--- src/rtl/universal_shift_register_pkg.sv ---
// Shared types and helpers for the universal shift register slice.
// Contents: mode_t operation select, cnt_width() sizing helper.
// Imported by the interface, the counter and the top module.
package usr_pkg;

    typedef enum logic [2:0] {
        HOLD = 3'd0,
        LOAD = 3'd1,
        SHL  = 3'd2,
        SHR  = 3'd3,
        ROL  = 3'd4,
        ROR  = 3'd5,
        ASR  = 3'd6,
        CLR  = 3'd7
    } mode_t;

    // Bits needed to hold a shift count in the range 0..w inclusive.
    function automatic int cnt_width(input int w);
        return $clog2(w + 1);
    endfunction

endpackage

--- src/rtl/universal_shift_register_if.sv ---
// Control/data bundle between a datapath block and the shift register.
// master: drives en, mode, d, sin_l, sin_r; observes q, sout_l, sout_r, cnt, done.
// slave:  the register itself (inputs and outputs mirrored).
interface universal_shift_register_if
    import usr_pkg::*;
#(
    parameter int WIDTH = 8,
    parameter int CW    = cnt_width(WIDTH)
);

    logic             en;
    mode_t            mode;
    logic [WIDTH-1:0] d;
    logic             sin_l;
    logic             sin_r;
    logic [WIDTH-1:0] q;
    logic             sout_l;
    logic             sout_r;
    logic [CW-1:0]    cnt;
    logic             done;

    modport master (
        output en, mode, d, sin_l, sin_r,
        input  q, sout_l, sout_r, cnt, done
    );

    modport slave (
        input  en, mode, d, sin_l, sin_r,
        output q, sout_l, sout_r, cnt, done
    );

endinterface

--- src/rtl/universal_shift_register_shift_counter.sv ---
// Saturating shift counter with a one-cycle completion pulse (falling-edge clocked).
// Latency: cnt and done update one falling edge after inc/clr.
// Backpressure: none; inc while saturated is absorbed, done does not re-pulse.
// Ports: i_clk, i_rst (sync, active-high), i_inc, i_clr, o_cnt, o_done.
module shift_counter
    import usr_pkg::*;
#(
    parameter int MAX = 8,
    parameter int CW  = cnt_width(MAX)
) (
    input  logic          i_clk,
    input  logic          i_rst,
    input  logic          i_inc,
    input  logic          i_clr,
    output logic [CW-1:0] o_cnt,
    output logic          o_done
);

    logic [CW-1:0] r_cnt;
    logic          r_done;
    logic          w_sat;
    logic          w_last;

    assign w_sat  = (r_cnt == CW'(MAX));
    assign w_last = (r_cnt == CW'(MAX - 1));

    always_ff @(negedge i_clk) begin
        if (i_rst) begin
            r_cnt  <= '0;
            r_done <= 1'b0;
        end else if (i_clr) begin
            r_cnt  <= '0;
            r_done <= 1'b0;
        end else if (i_inc && !w_sat) begin
            r_cnt  <= r_cnt + 1'b1;
            // Pulse only on the step that reaches MAX; saturated shifts skip this branch.
            r_done <= w_last;
        end else begin
            r_done <= 1'b0;
        end
    end

    assign o_cnt  = r_cnt;
    assign o_done = r_done;

endmodule

--- src/rtl/universal_shift_register.sv ---
// WIDTH-bit universal shift register: hold/load/shift/rotate/ASR/clear, falling-edge clocked.
// Latency: every operation is visible one falling edge later; sout_l/sout_r are combinational from q.
// Backpressure: none; en=0 freezes q and cnt and suppresses done.
// Ports: clk, rst (sync, active-high), bus (slave modport: en, mode, d, sin_l, sin_r -> q, sout_l, sout_r, cnt, done).
module universal_shift_register
    import usr_pkg::*;
#(
    parameter int               WIDTH     = 8,
    parameter logic [WIDTH-1:0] RESET_VAL = '0
) (
    input  logic                        clk,
    input  logic                        rst,
    universal_shift_register_if.slave   bus
);

    logic [WIDTH-1:0] r_q;
    logic [WIDTH-1:0] w_q_nxt;
    logic             w_inc;
    logic             w_clr;

    // Shifts are written with shift operators plus an OR-ed fill bit so the
    // same expressions stay legal at WIDTH=1 (rotates and ASR degenerate to hold).
    always_comb begin
        w_q_nxt = r_q;
        w_inc   = 1'b0;
        w_clr   = 1'b0;
        if (bus.en) begin
            case (bus.mode)
                HOLD: w_q_nxt = r_q;
                LOAD: begin
                    w_q_nxt = bus.d;
                    w_clr   = 1'b1;
                end
                SHL: begin
                    w_q_nxt = (r_q << 1) | WIDTH'(bus.sin_r);
                    w_inc   = 1'b1;
                end
                SHR: begin
                    w_q_nxt = (r_q >> 1) | (WIDTH'(bus.sin_l) << (WIDTH - 1));
                    w_inc   = 1'b1;
                end
                ROL: begin
                    w_q_nxt = (r_q << 1) | WIDTH'(r_q[WIDTH-1]);
                    w_inc   = 1'b1;
                end
                ROR: begin
                    w_q_nxt = (r_q >> 1) | (WIDTH'(r_q[0]) << (WIDTH - 1));
                    w_inc   = 1'b1;
                end
                ASR: begin
                    w_q_nxt = (r_q >> 1) | (WIDTH'(r_q[WIDTH-1]) << (WIDTH - 1));
                    w_inc   = 1'b1;
                end
                CLR: begin
                    // Clears to zero, deliberately not to RESET_VAL.
                    w_q_nxt = '0;
                    w_clr   = 1'b1;
                end
                default: w_q_nxt = r_q;
            endcase
        end
    end

    always_ff @(negedge clk) begin
        if (rst) begin
            r_q <= RESET_VAL;
        end else begin
            r_q <= w_q_nxt;
        end
    end

    shift_counter #(
        .MAX (WIDTH)
    ) u_shift_counter (
        .i_clk  (clk),
        .i_rst  (rst),
        .i_inc  (w_inc),
        .i_clr  (w_clr),
        .o_cnt  (bus.cnt),
        .o_done (bus.done)
    );

    assign bus.q      = r_q;
    assign bus.sout_l = r_q[WIDTH-1];
    assign bus.sout_r = r_q[0];

endmodule

--- src/flat_wrapper.sv ---
// flat-port wrapper written by rule: the top's interface ports become plain ports
module universal_shift_register_flat import usr_pkg::*;
#(
    parameter int               WIDTH     = 8,
    parameter logic [WIDTH-1:0] RESET_VAL = '0
)
  (clk, rst, bus_en, bus_mode, bus_d, bus_sin_l, bus_sin_r, bus_q, bus_sout_l, bus_sout_r, bus_cnt, bus_done);
  universal_shift_register_if #(.WIDTH(WIDTH)) bus_i ();
  input  logic clk;
  input  logic rst;
  input wire logic [$bits(bus_i.en)-1:0] bus_en;
  input wire logic [$bits(bus_i.mode)-1:0] bus_mode;
  input wire logic [$bits(bus_i.d)-1:0] bus_d;
  input wire logic [$bits(bus_i.sin_l)-1:0] bus_sin_l;
  input wire logic [$bits(bus_i.sin_r)-1:0] bus_sin_r;
  output wire logic [$bits(bus_i.q)-1:0] bus_q;
  output wire logic [$bits(bus_i.sout_l)-1:0] bus_sout_l;
  output wire logic [$bits(bus_i.sout_r)-1:0] bus_sout_r;
  output wire logic [$bits(bus_i.cnt)-1:0] bus_cnt;
  output wire logic [$bits(bus_i.done)-1:0] bus_done;
  assign bus_i.en = bus_en;
  assign bus_i.mode = bus_mode;
  assign bus_i.d = bus_d;
  assign bus_i.sin_l = bus_sin_l;
  assign bus_i.sin_r = bus_sin_r;
  assign bus_q = bus_i.q;
  assign bus_sout_l = bus_i.sout_l;
  assign bus_sout_r = bus_i.sout_r;
  assign bus_cnt = bus_i.cnt;
  assign bus_done = bus_i.done;
  universal_shift_register #(.WIDTH(WIDTH), .RESET_VAL(RESET_VAL)) u_core (.clk(clk), .rst(rst), .bus(bus_i));
endmodule
--- config.mk ---
export PLATFORM = sky130hd
export DESIGN_NAME = universal_shift_register_flat
export DESIGN_NICKNAME = d
export VERILOG_FILES = /design/src/rtl/universal_shift_register_pkg.sv /design/src/rtl/universal_shift_register_if.sv /design/src/rtl/universal_shift_register_shift_counter.sv /design/src/rtl/universal_shift_register.sv /design/src/flat_wrapper.sv
export SDC_FILE = /design/constraint.sdc
export NUM_CORES = 1
export LEC_CHECK = 0
export BUFFER_PORTS_ARGS = -buffer_cell sky130_fd_sc_hd__buf_2
export CAP_MARGIN = 20
export CORE_MARGIN = 3
export CORE_UTILIZATION = 50
export DETAILED_ROUTE_END_ITERATION = 12
export PLACE_DENSITY = 0.87
export SYNTH_ARGS = -nofsm -noshare
export SYNTH_HDL_FRONTEND = slang
export SYNTH_SLANG_ARGS = --single-unit
--- constraint.sdc ---
create_clock -name clk -period 2.6 [get_ports clk]
set_input_delay 0.26 -clock clk [delete_from_list [all_inputs] [get_ports clk]]
set_output_delay 0.26 -clock clk [all_outputs]
set_load 0.1 [all_outputs]
==> metrics.txt, run 1 <==
worst-case clock buffer depth=2; number of flops mapped to enable cells by yosys=0; Placed Instances=~150; I/O pin count=31; Syn Std Cell Area=between 800 and 900 um2; first error=[ERROR DPL-0033] detailed placement checks failed during check placement.; synthesized net count=approximately 110; Num CTS Buffers=3; mean area per synthesized cell=between 8 and 9 um2; main flop type after synthesis=dfxtp_1; Die W=between 40 and 50 um; GPL Wtd Cong=0.921; Initial Utilization=roughly 58%; Syn Inst Count=96; Ys Warns=0; site row count=13; DP Wirelength=approximately 2400 um; clock root buffer=clkbuf_4; post-synthesis register bit count=13; CTS resizes=4; CTS sink cnt=13; H-Tree Depth=1; Distinct cells, synth=38; failing step=4_1_cts; Die Height=46.2 um; post-synthesis sequential area ratio=roughly a third; number of hold buffers added after CTS=0; setup bufs post-CTS=0; Post-synth ARST share=0%; status=aborted with a tool error; Port Buffers=30
## synth_stat cells, types with 3 or more instances
master     count  area [um2]
maj3_1         4        40.0
nand2_1        7        26.3
xnor2_1        4        35.0
nor2_1        12        45.0
dfxtp_1       13         260
a21boi_0       3        22.5
a21oi_1        3        15.0
a211oi_1       3        22.5
a311oi_1       3        26.3
inv_1          6        22.5
a22oi_1        4        30.0
a2bb2oi_1      3        26.3
## metrics by stage
| stage | setup TNS, ps | area, um2 | worst slack (ps) |
|---|---|---|---|
| after detailed placement | -1850 | 1280 | -272 |
| after global placement | -282 | 1280 | -65.9 |
| after floorplan | -34.5 | 852 | -22.2 |
## kinds of logic after synthesis
family	synth area share (%)
AO/OA/AOI/OAI	26.8
AND/OR/NAND/NOR	17.7
buffers and inverters	7.90
flip-flops	32.2
adder cells (fa/ha/maj)	8.06
XOR/XNOR	4.34
multiplexers	2.95
==> run 2: changes to the inputs <==
--- a/config.mk
+++ b/config.mk
@@ -7,10 +7,10 @@
 export LEC_CHECK = 0
 export BUFFER_PORTS_ARGS = -buffer_cell sky130_fd_sc_hd__buf_2
 export CAP_MARGIN = 20
-export CORE_MARGIN = 3
-export CORE_UTILIZATION = 50
+export CORE_AREA = 3 3 64 66
 export DETAILED_ROUTE_END_ITERATION = 12
-export PLACE_DENSITY = 0.87
+export DIE_AREA = 0 0 67 69
+export PLACE_DENSITY_LB_ADDON = 0.15
 export SYNTH_ARGS = -nofsm -noshare
 export SYNTH_HDL_FRONTEND = slang
 export SYNTH_SLANG_ARGS = --single-unit
==> run 2 against run 1 <==
Compared with the run above: the flow now finishes without violations; synthesized area unchanged; synthesized cell count is the same.
==> metrics.txt, run 2 <==
status=complete, no violations (was aborted with a tool error); Initial Utilization=22.2% (was 57.7%); Critical Path AT=about 2300 ps; final setup fails=0; Worst-Skew Late Latency=320 ps; fillers=approximately 380; DP Wirelength=1890 um (was 2420 um); Worst-path clk slew=around 40 ps; Worst Hold Margin=roughly 520 ps; post-synthesis sequential area ratio=32.2% (unchanged); TNS Setup=0 ps; number of flip-flops under the largest register name=8; main flop type after synthesis=dfxtp_1 (unchanged); worst reg-to-reg setup slack=around 1000 ps; Max Slew Vio Count=0; post-synthesis register bit count=13 (unchanged); clock root buffer=clkbuf_8 (was clkbuf_4); crit path from=u_core.u_shift_counter.o_cnt[3]; Critical Path RT=between 2000 and 2500 ps; min-delay src=u_core.bus.q[7]; DR WL/cell=12.4 um; dpl cell area=1340 um2 (was 1280 um2); initial antenna violation count=0; synthesized net count=114 (unchanged); R2R Path Start=u_core.u_shift_counter.o_cnt[1]; commonest cells after routing, fill and taps aside=19 x inv_1, 15 x buf_2, 15 x buf_12, 13 x buf_4, 12 x nor2_1; drt pass-1 iters=4; design area=1430 um2; synth cell count leaders=13 x dfxtp_1, 12 x nor2_1, 7 x nand2_1 (unchanged); H-Tree Depth=1 (unchanged); worst-case clock buffer depth=2 (unchanged); number of flops mapped to enable cells by yosys=0 (unchanged); RSZ-0062 raised after global routing=no; Via density=4.56; most frequent cell after synthesis=dfxtp_1 (unchanged); Fin. Hold Viols=0; vias=roughly 890; GR Overflow Total=0; Syn Std Cell Area=807 um2 (unchanged); CTS sink cnt=13 (unchanged); final setup margin=between 70 and 80 ps; critical path peak fanout=4; Slowest-stage cell, CP=dfxtp_1; Die W=67 um (was 46.2 um); delay-heaviest family, CP=flip-flops; largest net degree at the start of global routing=9; slew margin rel.=between 70 and 80%; global-route wire length before repair=between 4000 and 5000 um; Initial DRC Count=42; HP Class=reg -> reg; Finished Layout Cells=196; Port Buffers=30 (unchanged); DRT Wirelength=around 2400 um; setup bufs post-CTS=0 (unchanged); Buf/Inv on CP=1; share of layout cells above drive strength 1=37.8%; Placed Instances=180 (was 147); core box area=around 3600 um2; Distinct cells, synth=38 (unchanged); GPL Wtd Cong=0.802 (was 0.921); Setup crit end kind=primary output; vias in the first global route=about 980; Setup Slack @ Placement=-149 ps (was -272 ps); I/O pin count=31 (unchanged); DRC=0; full die area=between 4000 and 5000 um2; largest area contributor in the netlist=dfxtp_1 (unchanged); CP Cell Sequence=buf_12; Final Power=approximately 0.77 mW; site row count=22 (was 13); Ys Warns=0 (unchanged); pwr dens=535 nW/um2; GRT Overall Usage=11.4%; DRT antenna net count=0; Die Height=69 um (was 46.2 um); Area contributors post-synth=dfxtp_1 32%, nor2_1 5.6%, maj3_1 5.0% (unchanged); Pleak=0.630 nW; mean area per synthesized cell=8.41 um2 (unchanged); slowest cell delay on critical path=approximately 430 ps; ANT cells=0; TritonCTS clock tree=yes; Worst setup SP type=flop; Slew @ Worst Pin=around 410 ps; worst clock skew=8.59 ps; post-synth top area share=32.2% (unchanged); Syn Inst Count=96 (unchanged); max_cap viols=0; Post-synth ARST share=0% (unchanged); number of hold buffers added after CTS=0 (unchanged); nets=approximately 170; Num CTS Buffers=3 (unchanged); most common cell after layout, fill and taps aside=inv_1; Crit Path Class=reg -> out; Synth-to-Final Area Change=77.4%; final core occ=between 30% and 40%; Max VDD drop=around 170 uV
-- run 2: final cells by class --
type	instances	area [um2]	share of cell area (%)
Clock buffer	3	41.3	2.88
Clock inverter	14	52.6	3.67
Inverter	6	23.8	1.66
Multi-Input combinational cell	69	514	35.9
Sequential cell	13	267	18.6
Tap cell	48	60.1	4.20
Timing Repair Buffer	43	473	33.0
-- run 2: timing repair --
item                                    CTS  global route
endpoints found under the setup margin    0             1
endpoints found under the hold margin     0             0
gates resized for setup                   0             1
-- run 2: final timing paths --
check,endpoint,cells past startpoint
max,bus_cnt[3],1
min,u_core.bus.q[7],2
max reg2reg,u_core.u_shift_counter.o_cnt[1],6
min reg2reg,u_core.bus.q[7],2
-- run 2: metal layers --
metal,up-vias,share of wire (%),routed length [um],track usage [%]
met3,6,4.9,118,2.44
met5,-,0,0,0
met4,0,2.7,65,8.33
met2,27,49,1200,17.9
met1,408,43,1040,13.2
li1,452,-,-,-
-- run 2: report_power, final --
group / internal, mW / switching [mW]
clock network: 0.131 / 0.132
logic: 0.109 / 0.158
registers: 0.213 / 0.0222
total: 0.453 / 0.312
-- run 2: logic make-up (layout without fill, tap and decap cells) --
group / count (synthesis) / after routing / synth area share [%]
adder cells (fa/ha/maj): 6 / 6 / 8.06
AND/OR/NAND/NOR: 28 / 28 / 17.7
multiplexers: 2 / 2 / 2.95
XOR/XNOR: 4 / 4 / 4.34
flip-flops: 13 / 13 / 32.2
buffers and inverters: 14 / 66 / 7.90
AO/OA/AOI/OAI: 29 / 29 / 26.8
-- run 2: worst register-to-register path, stage by stage (launching register included) --
cell	delay, ps
dfxtp_1	440
inv_1	70
ha_1	170
and3b_1	180
nor3_1	310
mux2i_1	230
nor2_1	50
Note: power is estimated with default switching activity, not from simulation.
==> run 3: changes to the inputs <==
==> constraint.sdc (replaced) <==
create_clock -name clk -period 2.43 [get_ports clk]
set_input_delay 0.243 -clock clk [delete_from_list [all_inputs] [get_ports clk]]
set_output_delay 0.243 -clock clk [all_outputs]
set_load 0.1 [all_outputs]
==> run 3 against run 2 <==
Compared with the run above: clock power is 50% higher; clock-buffer cell count unchanged; critical path depth unchanged; global-route usage about the same; first-iteration DRC count decreased by 21%; final cell count shrank 0.51%; worst setup slack lost 54 ps; non-clock buffer count shrank 1; core utilization grew 1.1 points; sequential share of layout area up 0.17 points; combinational power rose by 7%; critical path type unchanged; largest cell class unchanged; largest power group is now clock.
==> metrics.txt, run 3 (synthesized netlist as in run 2, its figures left out) <==
RSZ-0062 raised after global routing=no (unchanged); DP Wirelength=1910 um (was 1890 um); Die Height=69 um (unchanged); I/O pin count=31 (unchanged); TNS Setup=0 ps (unchanged); Synth-to-Final Area Change=82.3% (was 77.4%); Fin. Hold Viols=0 (unchanged); critical path peak fanout=4 (unchanged); status=complete, no violations (unchanged); Finished Layout Cells=195 (was 196); core box area=3630 um2 (unchanged); Pint=0.594 mW (was 0.453 mW); pwr dens=633 nW/um2 (was 535 nW/um2); dpl cell area=1340 um2 (about the same); setup bufs post-CTS=0 (unchanged); drt pass-1 iters=5 (was 4); GPL Wtd Cong=0.772 (was 0.802); Via density=4.64 (was 4.56); number of hold buffers added after CTS=0 (unchanged); reg2reg end=u_core.u_shift_counter.o_cnt[2] (was u_core.u_shift_counter.o_cnt[1]); final setup margin=21.0 ps (was 74.6 ps); Crit Path Class=reg -> out (unchanged); Worst Setup EP=bus_q[3] (was bus_cnt[3]); DR WL/cell=12.5 um (was 12.4 um); power share of the sequential group=27.1% (was 30.8%); design area=1470 um2 (was 1430 um2); worst-case clock buffer depth=2 (unchanged); Initial DRC Count=33 (was 42); Clock power frac=42.2% (was 34.4%); Initial Utilization=22.2% (unchanged); Num CTS Buffers=3 (unchanged); clock root buffer=clkbuf_8 (unchanged); Max VDD drop=217 uV (was 175 uV); CTS sink cnt=13 (unchanged); Final Power=0.932 mW (was 0.765 mW); max_cap viols=0 (unchanged); Worst setup SP type=flop (unchanged); Pleak=0.642 nW (was 0.630 nW); number of flip-flops under the largest register name=8 (unchanged); Setup crit end kind=primary output (unchanged); Placed Instances=179 (was 180); Setup Slack @ Placement=-208 ps (was -149 ps); Worst-Skew Late Latency=320 ps (about the same); Die W=67 um (unchanged); CP Cell Sequence=buf_12 (unchanged); global-route wire length before repair=4220 um (was 4200 um); H-Tree Depth=1 (unchanged); worst reg-to-reg setup slack=780 ps (was 1040 ps); combinational share of power=30.6% (was 34.8%); delay-heaviest family, CP=flip-flops (unchanged); vias=904 (was 893); worst clock skew=13.4 ps (was 8.59 ps); nets=166 (was 167); GRT Overall Usage=11.4% (about the same); Critical Path AT=2170 ps (was 2270 ps); initial antenna violation count=0 (unchanged); largest net degree at the start of global routing=9 (unchanged); Buf/Inv on CP=1 (unchanged); slowest cell delay on critical path=420 ps (was 430 ps); ANT cells=0 (unchanged); DRC=0 (unchanged); sw power=0.338 mW (was 0.312 mW); vias in the first global route=956 (was 982); final setup fails=0 (unchanged); DRT Wirelength=2430 um (was 2420 um); DRT antenna net count=0 (unchanged); Max Slew Vio Count=0 (unchanged); TritonCTS clock tree=yes (unchanged); Critical Path RT=2190 ps (was 2340 ps); commonest cells after routing, fill and taps aside=18 x inv_1, 15 x buf_2, 15 x buf_12, 12 x nor2_1, 12 x buf_4 (was 19 x inv_1, 15 x buf_2, 15 x buf_12, 13 x buf_4, 12 x nor2_1); Crit path depth=1 (unchanged); Worst-path clk slew=30 ps (was 40 ps); HP Class=reg -> reg (unchanged); Port Buffers=30 (unchanged); crit path from=u_core.bus.q[3] (was u_core.u_shift_counter.o_cnt[3]); slew margin rel.=66.7% (was 72.3%); share of layout cells above drive strength 1=43.5% (was 37.8%); R2R Path Start=u_core.u_shift_counter.o_cnt[0] (was u_core.u_shift_counter.o_cnt[1]); full die area=4620 um2 (unchanged); site row count=22 (unchanged); Reg2Reg Depth=6 (unchanged); Slew @ Worst Pin=492 ps (was 411 ps); sw frac=36.3% (was 40.8%); Slowest-stage cell, CP=dfxtp_1 (unchanged); most common cell after layout, fill and taps aside=inv_1 (unchanged); GR Overflow Total=0 (unchanged)
run 3: area by class of cell:
type	count	area (um2)
clock inverter	14	78.8
timing repair buffer	42	465
inverter	6	27.5
multi-input combinational	69	522
fill	377	2160
tap	48	60.1
sequential	13	277
clock buffer	3	41.3
run 3: how the worst min path moves through the flow:
stage                                                from                       endpoint  slack [ps]  cells after the start
after floorplan                           u_core.bus.q[7]                u_core.bus.q[7]         620                      2
after global placement                    u_core.bus.q[7]                u_core.bus.q[7]         520                      2
after detailed placement                  u_core.bus.q[7]                u_core.bus.q[7]         510                      2
after CTS                                 u_core.bus.q[7]                u_core.bus.q[7]         520                      2
after global routing      u_core.u_shift_counter.o_cnt[2]  u_core.u_shift_counter.o_done         540                      2
final                                     u_core.bus.q[7]                u_core.bus.q[7]         520                      2
run 3: layer usage:
metal / wire, um / part of all wire [%] / vias up / track usage, %
li1: - / - / 444 / -
met1: 1050 / 43 / 424 / 13.0
met2: 1150 / 47 / 32 / 17.7
met3: 201 / 8.3 / 4 / 5.21
met4: 31 / 1.3 / 0 / 5.41
met5: 0 / 0 / - / 0
run 3: per-stage QoR:
stage,utilization [%],hold WS [ps]
finish,40.5,516
global route,40.5,542
CTS,40.1,519
detailed placement,36.8,514
global placement,36.8,520
floorplan,-,617
run 3: worst register-to-register path, stage by stage (launching register included):
cell	delay [ps]
dfxtp_2	390
inv_1	60
ha_1	190
and3b_1	200
nor4b_1	480
xnor2_1	170
nor2_1	50
run 3: power groups by stage:
stage               clock network [mW]  logic (mW)  registers (mW)
floorplan                       0.0353       0.101           0.333
global placement                0.0353       0.283           0.255
detailed placement              0.0353       0.285           0.254
CTS                              0.408       0.286           0.252
global route                     0.441       0.302           0.255
finish                           0.394       0.286           0.253
run 3: what timing repair did:
action,in CTS,in global routing
endpoints found under the setup margin,2,7
pin swaps,0,0
cloned,0,0
resized for setup,2,6
==> run 4: changes to the inputs <==
--- a/config.mk
+++ b/config.mk
@@ -5,6 +5,7 @@
 export SDC_FILE = /design/constraint.sdc
 export NUM_CORES = 1
 export LEC_CHECK = 0
+export ABC_AREA = 1
 export BUFFER_PORTS_ARGS = -buffer_cell sky130_fd_sc_hd__buf_2
 export CAP_MARGIN = 20
 export CORE_AREA = 3 3 64 66
==> run 4 against run 3 <==
Compared with the run above: non-clock buffer count is 3 lower; synthesized area is 13% higher; clock-buffer cell count stayed put; clock power is 29% lower; wire length is 0.45% lower; first-iteration DRC count is 97% higher; sequential share of layout area is 0.19 points lower.
==> metrics.txt, run 4 <==
CTS sink cnt=13 (unchanged); sw frac=41.8% (was 36.3%); Worst Hold Margin=504 ps (was 516 ps); number of flip-flops under the largest register name=8 (unchanged); most frequent cell after synthesis=nand2_1 (was dfxtp_1); worst-case clock buffer depth=2 (unchanged); Critical Path AT=2130 ps (was 2170 ps); initial antenna violation count=0 (unchanged); Slowest-stage cell, CP=dfxtp_2 (was dfxtp_1); drt pass-1 iters=4 (was 5); fillers=391 (was 377); post-synth top area share=28.5% (was 32.2%); post-synthesis sequential area ratio=28.5% (was 32.2%); ANT cells=0 (unchanged); Crit Path Class=reg -> out (unchanged); Crit path depth=1 (unchanged); core box area=3630 um2 (unchanged); vias in the first global route=1063 (was 956); Initial Utilization=25.1% (was 22.2%); DRT Wirelength=2420 um (was 2430 um); synthesized net count=161 (was 114); Setup Slack @ Placement=-70.5 ps (was -208 ps); Fin. Hold Viols=0 (unchanged); Initial DRC Count=65 (was 33); DP Wirelength=1900 um (was 1910 um); commonest cells after routing, fill and taps aside=42 x nand2_1, 28 x inv_1, 17 x nor2_1, 16 x nand3_1, 16 x buf_12 (was 18 x inv_1, 15 x buf_2, 15 x buf_12, 12 x nor2_1, 12 x buf_4); CP Cell Sequence=buf_12 (unchanged); hold-critical path depth=2 (unchanged); number of flops mapped to enable cells by yosys=0 (unchanged); Worst-Skew Late Latency=320 ps (about the same); GR Overflow Total=0 (unchanged); Syn Std Cell Area=913 um2 (was 807 um2); Num CTS Buffers=3 (unchanged); RSZ-0062 raised after global routing=no (unchanged); vias=1041 (was 904); Worst setup SP type=flop (unchanged); slew margin rel.=76.4% (was 66.7%); Distinct cells, synth=25 (was 38); Buf/Inv on CP=1 (unchanged); Ys Warns=0 (unchanged); slowest cell delay on critical path=400 ps (was 420 ps); Syn Inst Count=143 (was 96); clock root buffer=clkbuf_8 (unchanged); Reg2Reg Depth=8 (was 6); most common cell after layout, fill and taps aside=nand2_1 (was inv_1); Synth-to-Final Area Change=64.2% (was 82.3%); I/O pin count=31 (unchanged); Critical Path RT=2190 ps (about the same); Pint=0.477 mW (was 0.594 mW); Setup crit end kind=primary output (unchanged); Clock power frac=34.1% (was 42.2%); nets=212 (was 166); Area contributors post-synth=dfxtp_1 28%, nand2_1 17%, nand3_1 8.8% (was dfxtp_1 32%, nor2_1 5.6%, maj3_1 5.0%); Pleak=0.761 nW (was 0.642 nW); Post-synth ARST share=0% (unchanged); DR WL/cell=10.0 um (was 12.5 um); H-Tree Depth=1 (unchanged); Slew @ Worst Pin=354 ps (was 492 ps); WHS Endpoint=u_core.u_shift_counter.o_cnt[1] (was u_core.bus.q[7]); main flop type after synthesis=dfxtp_1 (unchanged); Via density=4.32 (was 4.64); combinational share of power=35.1% (was 30.6%); DRC=0 (unchanged); power share of the sequential group=30.7% (was 27.1%); Max VDD drop=278 uV (was 217 uV); worst reg-to-reg setup slack=1170 ps (was 780 ps); synth cell count leaders=42 x nand2_1, 17 x nor2_1, 16 x nand3_1 (was 13 x dfxtp_1, 12 x nor2_1, 7 x nand2_1); site row count=22 (unchanged); final setup margin=57.8 ps (was 21.0 ps); max_cap viols=0 (unchanged); post-synthesis register bit count=13 (unchanged); share of layout cells above drive strength 1=34.7% (was 43.5%); GPL Wtd Cong=0.782 (was 0.772); global-route wire length before repair=4370 um (was 4220 um); pwr dens=546 nW/um2 (was 633 nW/um2); Max Slew Vio Count=0 (unchanged); mean area per synthesized cell=6.39 um2 (was 8.41 um2); sw power=0.343 mW (was 0.338 mW); worst clock skew=10.3 ps (was 13.4 ps); Die Height=69 um (unchanged); delay-heaviest family, CP=flip-flops (unchanged); Port Buffers=30 (unchanged); min-delay src=u_core.u_shift_counter.o_cnt[1] (was u_core.bus.q[7]); Worst-path clk slew=40 ps (was 30 ps); DRT antenna net count=0 (unchanged); final setup fails=0 (unchanged); largest area contributor in the netlist=dfxtp_1 (unchanged); critical path peak fanout=6 (was 4); largest net degree at the start of global routing=11 (was 9); HP Class=reg -> reg (unchanged); full die area=4620 um2 (unchanged); TritonCTS clock tree=yes (unchanged); Die W=67 um (unchanged); GRT Overall Usage=11.8% (was 11.4%); status=complete, no violations (unchanged); reg2reg end=u_core.u_shift_counter.o_cnt[3] (was u_core.u_shift_counter.o_cnt[2]); R2R Path Start=u_core.u_shift_counter.o_cnt[0] (unchanged)
==> run 4: area by class of cell <==
cell class	count	area (um2)	share of cell area, %
Inverter	17	65.1	4.34
Timing Repair Buffer	39	455	30.4
Clock inverter	14	52.6	3.50
Tap cell	48	60.1	4.00
Clock buffer	3	41.3	2.75
Sequential cell	13	279	18.6
Multi-Input combinational cell	107	547	36.4
==> run 4: what timing repair did <==
action                                 in CTS  in global routing
setup buffers                               0                  0
hold buffers                                0                  0
gates resized for setup                     0                  6
endpoints found under the hold margin       0                  0
setup endpoints to repair                   0                  6
==> run 4: cells by family (layout without fill, tap and decap cells) <==
family / after synthesis / after routing / share of synthesized area (%)
compound gates: 16 / 16 / 11.2
xor+xnor: 2 / 2 / 1.92
fa+ha+maj: 2 / 2 / 2.74
buf+inv: 23 / 73 / 11.6
flops: 13 / 13 / 28.5
simple gates: 87 / 87 / 44.0
==> run 4: worst max path at each step <==
stage | from | to | slack, ps
after CTS | u_core.bus.q[6] | bus_q[6] | 1
after global routing | u_core.u_shift_counter.o_cnt[3] | bus_cnt[3] | 10
final | u_core.u_shift_counter.o_cnt[2] | bus_cnt[2] | 60
after global placement | bus_mode[1] | u_core.u_shift_counter.o_cnt[0] | -50
after floorplan | u_core.bus.q[1] | bus_q[1] | 20
after detailed placement | bus_mode[1] | u_core.u_shift_counter.o_cnt[1] | -70
==> run 4: metal layers <==
layer	wire [um]	GRT usage [%]	share of wire, %
met1	1010	12.8	42
met2	1160	18.0	48
met5	0	0	0
met4	36	6.31	1.5
met3	213	6.19	8.8
==> run 4: power by group through the flow <==
stage,Clock [mW],Combinational (mW),Sequential [mW]
after floorplan,0.0353,0.105,0.331
after global placement,0.0353,0.288,0.253
after detailed placement,0.0353,0.289,0.254
after CTS,0.298,0.290,0.251
after global routing,0.332,0.310,0.254
final,0.280,0.288,0.252
==> run 4: through the flow <==
step / total power, mW / instances / area, um2 / util (%) / TNS, ps
after floorplan: 0.471 / 143 / 925 / - / 0
after global placement: 0.577 / 225 / 1400 / 38.6 / -197
after detailed placement: 0.578 / 225 / 1400 / 38.6 / -423
after CTS: 0.838 / 241 / 1490 / 41.1 / 0
after global routing: 0.896 / 241 / 1500 / 41.3 / 0
final: 0.819 / 241 / 1500 / 41.3 / 0
